File: src/rtl/dsp_be_flag_stat_if.sv
// Bundles the control, flag and statistics signals of dsp_be_flag_stat.
// The i_/o_ prefixes are from the block's point of view.
//   master : drives i_en, i_flag, i_cfg_win_len, i_start, i_clear;
//            observes o_busy, o_done, o_cnt, o_sat
//   slave  : the statistics block itself
interface dsp_be_flag_stat_if #(
    parameter int PRLL_RANK = 64,
    parameter int NUM_FLAGS = 8,
    parameter int CNT_WIDTH = 32,
    parameter int WIN_WIDTH = 32
);
    logic                                  i_en;
    logic [PRLL_RANK-1:0][NUM_FLAGS-1:0]   i_flag;
    logic [WIN_WIDTH-1:0]                  i_cfg_win_len;
    logic                                  i_start;
    logic                                  i_clear;
    logic                                  o_busy;
    logic                                  o_done;
    logic [NUM_FLAGS-1:0][CNT_WIDTH-1:0]   o_cnt;
    logic [NUM_FLAGS-1:0]                  o_sat;

    modport master (
        output i_en, i_flag, i_cfg_win_len, i_start, i_clear,
        input  o_busy, o_done, o_cnt, o_sat
    );
    modport slave (
        input  i_en, i_flag, i_cfg_win_len, i_start, i_clear,
        output o_busy, o_done, o_cnt, o_sat
    );
endinterface

File: src/rtl/dsp_be_flag_stat.sv
// Windowed per-flag statistics over PRLL_RANK parallel lanes.
// Each enabled RUN cycle the number of lanes raising each flag is
// registered (stage 1) and then added into a saturating accumulator
// (stage 2). A window ends after i_cfg_win_len enabled samples
// (0 = free-run), followed by one DRAIN cycle that flushes stage 1.
//   i_clk, i_rst : clock, synchronous active-high reset
//   bus (slave)  : i_en, i_flag, i_cfg_win_len, i_start, i_clear in;
//                  o_busy, o_done, o_cnt, o_sat out
module dsp_be_flag_stat #(
    parameter int PRLL_RANK = 64,
    parameter int NUM_FLAGS = 8,
    parameter int CNT_WIDTH = 32,
    parameter int WIN_WIDTH = 32
) (
    input  logic                 i_clk,
    input  logic                 i_rst,
    dsp_be_flag_stat_if.slave    bus
);
    localparam int PCW = $clog2(PRLL_RANK + 1);

    typedef enum logic [1:0] {S_IDLE, S_RUN, S_DRAIN, S_DONE} state_t;

    state_t                              r_state, w_next;
    logic                                r_busy, r_done;
    logic [NUM_FLAGS-1:0][PCW-1:0]       w_pc, r_s1;
    logic [NUM_FLAGS-1:0][CNT_WIDTH-1:0] r_acc, w_acc_nxt;
    logic [NUM_FLAGS-1:0]                r_sat, w_ovf;
    logic [WIN_WIDTH-1:0]                r_wcnt, r_win_len, w_wcnt_inc;
    logic [CNT_WIDTH:0]                  w_sum;
    logic                                w_smp, w_start;

    assign w_smp      = (r_state == S_RUN) && bus.i_en;
    assign w_wcnt_inc = r_wcnt + WIN_WIDTH'(1);
    // Start is only honoured from IDLE/DONE, and clear wins over it.
    assign w_start    = bus.i_start && !bus.i_clear &&
                        ((r_state == S_IDLE) || (r_state == S_DONE));

    // Per-flag popcount across lanes.
    always_comb begin
        w_pc = '0;
        for (int f = 0; f < NUM_FLAGS; f++)
            for (int l = 0; l < PRLL_RANK; l++)
                w_pc[f] = w_pc[f] + PCW'(bus.i_flag[l][f]);
    end

    // Saturating add; one extra sum bit detects the clip.
    always_comb begin
        w_acc_nxt = '0;
        w_ovf     = '0;
        w_sum     = '0;
        for (int f = 0; f < NUM_FLAGS; f++) begin
            w_sum = {1'b0, r_acc[f]} + (CNT_WIDTH+1)'(r_s1[f]);
            if (w_sum[CNT_WIDTH]) begin
                w_acc_nxt[f] = '1;
                w_ovf[f]     = 1'b1;
            end else begin
                w_acc_nxt[f] = w_sum[CNT_WIDTH-1:0];
            end
        end
    end

    always_comb begin
        w_next = r_state;
        case (r_state)
            S_IDLE, S_DONE: if (w_start) w_next = S_RUN;
            // Last sample is the one that brings the count to win_len.
            S_RUN:   if (w_smp && (r_win_len != '0) && (w_wcnt_inc == r_win_len))
                         w_next = S_DRAIN;
            S_DRAIN: w_next = S_DONE;
            default: w_next = S_IDLE;
        endcase
        if (bus.i_clear) w_next = S_IDLE;
    end

    always_ff @(posedge i_clk) begin
        if (i_rst) begin
            r_state   <= S_IDLE;
            r_busy    <= 1'b0;
            r_done    <= 1'b0;
            r_s1      <= '0;
            r_acc     <= '0;
            r_sat     <= '0;
            r_wcnt    <= '0;
            r_win_len <= '0;
        end else begin
            r_state <= w_next;
            r_busy  <= (w_next == S_RUN) || (w_next == S_DRAIN);
            r_done  <= (w_next == S_DONE);
            if (bus.i_clear) begin
                r_s1   <= '0;
                r_acc  <= '0;
                r_sat  <= '0;
                r_wcnt <= '0;
            end else if (w_start) begin
                r_s1      <= '0;
                r_acc     <= '0;
                r_sat     <= '0;
                r_wcnt    <= '0;
                r_win_len <= bus.i_cfg_win_len;
            end else begin
                r_s1  <= w_smp ? w_pc : '0;
                r_acc <= w_acc_nxt;
                r_sat <= r_sat | w_ovf;
                if (w_smp) r_wcnt <= w_wcnt_inc;
            end
        end
    end

    assign bus.o_busy = r_busy;
    assign bus.o_done = r_done;
    assign bus.o_cnt  = r_acc;
    assign bus.o_sat  = r_sat;
endmodule

File: src/flat_wrapper.sv
// flat-port wrapper written by rule: the top's interface ports become plain ports
module dsp_be_flag_stat_flat 
#(
    parameter int PRLL_RANK = 64,
    parameter int NUM_FLAGS = 8,
    parameter int CNT_WIDTH = 32,
    parameter int WIN_WIDTH = 32
)
  (i_clk, i_rst, bus_i_en, bus_i_flag, bus_i_cfg_win_len, bus_i_start, bus_i_clear, bus_o_busy, bus_o_done, bus_o_cnt, bus_o_sat);
  dsp_be_flag_stat_if #(.PRLL_RANK(PRLL_RANK), .NUM_FLAGS(NUM_FLAGS), .CNT_WIDTH(CNT_WIDTH), .WIN_WIDTH(WIN_WIDTH)) bus_i ();
  input  logic i_clk;
  input  logic i_rst;
  input wire logic [$bits(bus_i.i_en)-1:0] bus_i_en;
  input wire logic [$bits(bus_i.i_flag)-1:0] bus_i_flag;
  input wire logic [$bits(bus_i.i_cfg_win_len)-1:0] bus_i_cfg_win_len;
  input wire logic [$bits(bus_i.i_start)-1:0] bus_i_start;
  input wire logic [$bits(bus_i.i_clear)-1:0] bus_i_clear;
  output wire logic [$bits(bus_i.o_busy)-1:0] bus_o_busy;
  output wire logic [$bits(bus_i.o_done)-1:0] bus_o_done;
  output wire logic [$bits(bus_i.o_cnt)-1:0] bus_o_cnt;
  output wire logic [$bits(bus_i.o_sat)-1:0] bus_o_sat;
  assign bus_i.i_en = bus_i_en;
  assign bus_i.i_flag = bus_i_flag;
  assign bus_i.i_cfg_win_len = bus_i_cfg_win_len;
  assign bus_i.i_start = bus_i_start;
  assign bus_i.i_clear = bus_i_clear;
  assign bus_o_busy = bus_i.o_busy;
  assign bus_o_done = bus_i.o_done;
  assign bus_o_cnt = bus_i.o_cnt;
  assign bus_o_sat = bus_i.o_sat;
  dsp_be_flag_stat #(.PRLL_RANK(PRLL_RANK), .NUM_FLAGS(NUM_FLAGS), .CNT_WIDTH(CNT_WIDTH), .WIN_WIDTH(WIN_WIDTH)) u_core (.i_clk(i_clk), .i_rst(i_rst), .bus(bus_i));
endmodule
File: config.mk
export PLATFORM = sky130hd
export DESIGN_NAME = dsp_be_flag_stat_flat
export DESIGN_NICKNAME = d
export VERILOG_FILES = /design/src/rtl/dsp_be_flag_stat_if.sv /design/src/rtl/dsp_be_flag_stat.sv /design/src/flat_wrapper.sv
export SDC_FILE = /design/constraint.sdc
export NUM_CORES = 2
export LEC_CHECK = 0
export ABC_AREA = 1
export BUFFER_PORTS_ARGS = -buffer_cell sky130_fd_sc_hd__buf_2
export CELL_PAD_IN_SITES_DETAIL_PLACEMENT = 0
export CELL_PAD_IN_SITES_GLOBAL_PLACEMENT = 1
export CORE_AREA = 2 2 319 321
export CTS_CLUSTER_SIZE = 25
export DETAILED_ROUTE_END_ITERATION = 8
export DIE_AREA = 0 0 321 323
export HOLD_SLACK_MARGIN = 0.02
export PLACE_DENSITY_LB_ADDON = 0.2
export REMOVE_ABC_BUFFERS = 1
export SETUP_SLACK_MARGIN = 0.02
export SYNTH_ARGS = -nofsm -noshare
export SYNTH_HDL_FRONTEND = slang
export SYNTH_SLANG_ARGS = --single-unit
export TNS_END_PERCENT = 100
File: constraint.sdc
create_clock -name i_clk -period 10.41 [get_ports i_clk]
set_clock_uncertainty 0.05 [all_clocks]
set_input_delay 0.5205 -clock i_clk [delete_from_list [all_inputs] [get_ports i_clk]]
set_output_delay 0.5205 -clock i_clk [all_outputs]
set_load 0.005 [all_outputs]
==> results.md <==
- Status: finished clean
- Most frequent CP cell: fa_1
- Initial Util: 34.4%
- RSZ-0062 raised after global routing: false
- Root Buffer: clkbuf_16
- Hold Vio Cnt, Final: 0
- Worst Tran Pin Value: 1.13 ns
- Yosys top cell area share: 25.4%
- Most common library cell in the layout ignoring fill and taps: inv_1
- Layout area overhead: 20.8%
- Vias/cell: 4.50
- Vias in the first global route: 29700
- Crit end category: flip-flop
- Peak supply drop: 0.526 mV
- Flop-to-flop setup slack: 6.70 ns
- Drt drc: 0
- DR iter-0 viols: 1211
- IO Pins: 815
- Proportion of layout cells with a drive suffix above 1: 18.9%
- Max clock buf depth: 3
- Cell variety after synth: 60
- Placed insts: 6493
- First-pass GRT wire length: 170000 um
- Drt first pass iters: 7
- Required time of the critical path: 10.87 ns
- Die height: 323 um
- CP max stage delay: 0.58 ns
- Crit start category: primary input
- Gp weighted congestion: 0.890
- Worst min path class: primary input to flip-flop
- Total Wirelength: 111000 um
- Worst Path Arrival: 6.51 ns
- Min cycle time layout: 6.05 ns
- Max Clk Rate: 0.165 GHz
- Power consumption: 15300 uW
- Total die area: 0.104 mm^2
- CTS Sinks: 388
- CTS Hold Bufs: 0
- PortBufs: 814
- Final HPWL from detailed placement: 93400 um
- Synth Flop Type: dfxtp_1
- Max_cap viols: 0
- Leakage power: 0.0224 uW
- PwrDens: 366 mW/mm^2
- Row Count: 117
- Post-Syn Area: 0.0346 mm^2
- Clk_lat worst skew: 0.62 ns
- Nets: 6413
- Largest net degree at the start of global routing: 120
- FFs w/ async S/R, synth: 0%
- Final Max Slew Viols: 0
- Total negative slack: 0 ns
- Worst-path maximum fanout: 3
- Clk pin slew, worst setup/hold paths: 0.05 ns
- Fin util: 41.6%
- Synthesized flop and latch total: 388
- Fin cells: 6587
- Worst path slowest cell: fa_1
- Final setup viols: 0
- WS Path Type: primary input to flip-flop
- Die width: 321 um
- Post-synth EDFFs: 0
- Fin crit share: 58.1%
- Core ar.: 0.101 mm^2
- Synth Area per Inst: 7.82 um^2
- Slew margin rel.: 24.6%
- Vias post-DR: 29600
- H-tree Lvls: 2
- Part of the Yosys area used for sequential elements: 22.4%
- Initial antenna violation count: 13
- Post-DRT Antenna Nets: 0
- Post-CTS Setup Inserts: 0
- Top post-synthesis cells by area: fa_1 25%, dfxtp_1 22%, inv_1 14%
- CTS tree: done
- DR WL/cell: 16.9 um
- TritonCTS Buffers: 50
- Grt total ovfl: 0
- Crit-path cells: buf_2 -> ha_1 -> inv_1 -> fa_1 -> fa_1 -> fa_1 -> fa_1 -> fa_1 -> fa_1 -> fa_1 -> fa_1 -> fa_1 -> fa_1 -> o31ai_1 -> and2_1 -> o21ai_0 -> a21oi_1
- Layout filler cell count: 10700
- Most frequent cells in the layout: 1246 x inv_1, 814 x buf_2, 595 x nand2_1
- GRT Total Usage: 21.1%
- Cell count after synthesis: 4429
- Cts repair resizes: 0
- Area leader, netlist: fa_1
- Synth warn: 0
-- critical path: cells and delay by family --
family,cells,cell delay [ns]
adder cells (fa/ha/maj),11,5.01
AND/OR/NAND/NOR,1,0.21
AO/OA/AOI/OAI,3,0.61
buffers and inverters,2,0.17
-- final cells by class --
cell class	count	area [um^2]	share of cell area, %
Inverter	1261	4740	11.3
Clock buffer	70	1450	3.47
Multi-Input combinational cell	2713	21900	52.3
Clock inverter	20	236	0.565
Timing Repair Buffer	822	4130	9.88
Antenna cell	4	10.0	0.0239
Tap cell	1309	1640	3.91
Sequential cell	388	7770	18.6
-- logic make-up after synthesis --
logic type | after synthesis | synth area share, %
xor gates and xnor gates | 164 | 4.35
and+or+nand+nor | 1394 | 17.9
DFF | 388 | 22.4
buffers and inverters | 1328 | 14.5
AOI/OAI and AO/OA | 527 | 8.58
adders and majority gates | 628 | 32.2
-- state kept, by name (all words and copies together), names as in the netlist --
name / cells
u_core.bus.o_busy: 1
u_core.r_s1: 56
u_core.bus.o_done: 1
u_core.r_wcnt: 32
u_core.bus.o_sat: 8
u_core.bus.o_cnt: 256
u_core.r_win_len: 32
u_core.r_state: 2
-- routing by layer --
layer	GRT usage, %	vias to the layer above	part of all wire (%)
met4	5.06	10	2.2
met2	37.4	693	49
li1	-	15000	-
met1	25.9	13800	42
met5	0	-	0.059
met3	4.66	118	6.0
-- report_power, final --
part           total (uW)  switching (uW)  internal, uW  leakage [uW]
Clock                1810             723          1090      0.000828
Sequential           1550            28.6          1530       0.00313
Combinational       11900            6970          4970        0.0184
Total               15300            7720          7590        0.0224
-- synth_stat cells, types with 29 or more instances --
library cell / number
nor2_1: 363
a211oi_1: 29
clkbuf_1: 50
nand4_1: 41
nor3_1: 101
xor2_1: 108
dfxtp_1: 388
ha_1: 188
nand2_1: 596
fa_1: 440
xnor2_1: 51
o21ai_0: 192
nand3_1: 170
inv_1: 1247
a21oi_1: 189
-- worst paths after layout --
path | endpoint | cells after the start | startpoint
worst min register to register | u_core.bus.o_sat[4]$_SDFF_PP0_ | 1 | u_core.bus.o_sat[4]$_SDFF_PP0_
worst max-delay path | u_core.r_s1[48]$_SDFF_PP0_ | 17 | bus_i_flag[6]
worst min-delay path | u_core.r_win_len[13]$_SDFFE_PP0P_ | 3 | bus_i_cfg_win_len[13]
worst max register to register | u_core.bus.o_cnt[83]$_SDFF_PP0_ | 9 | u_core.r_state[0]$_SDFF_PP0_
-- stage by stage --
stage | hold slack, ns | worst slack (ns) | area (um^2)
6_report | 0.109 | 4.36 | 41800
3_5_place_dp | 0.403 | 3.75 | 40200
3_3_place_gp | 0.395 | 3.82 | 40200
4_1_cts | 0.0667 | 4.42 | 41800
2_1_floorplan | 0.398 | 4.15 | 34400
5_1_grt | 0.0783 | 4.12 | 41800
No activity file was read; power rests on OpenSTA's default activity.
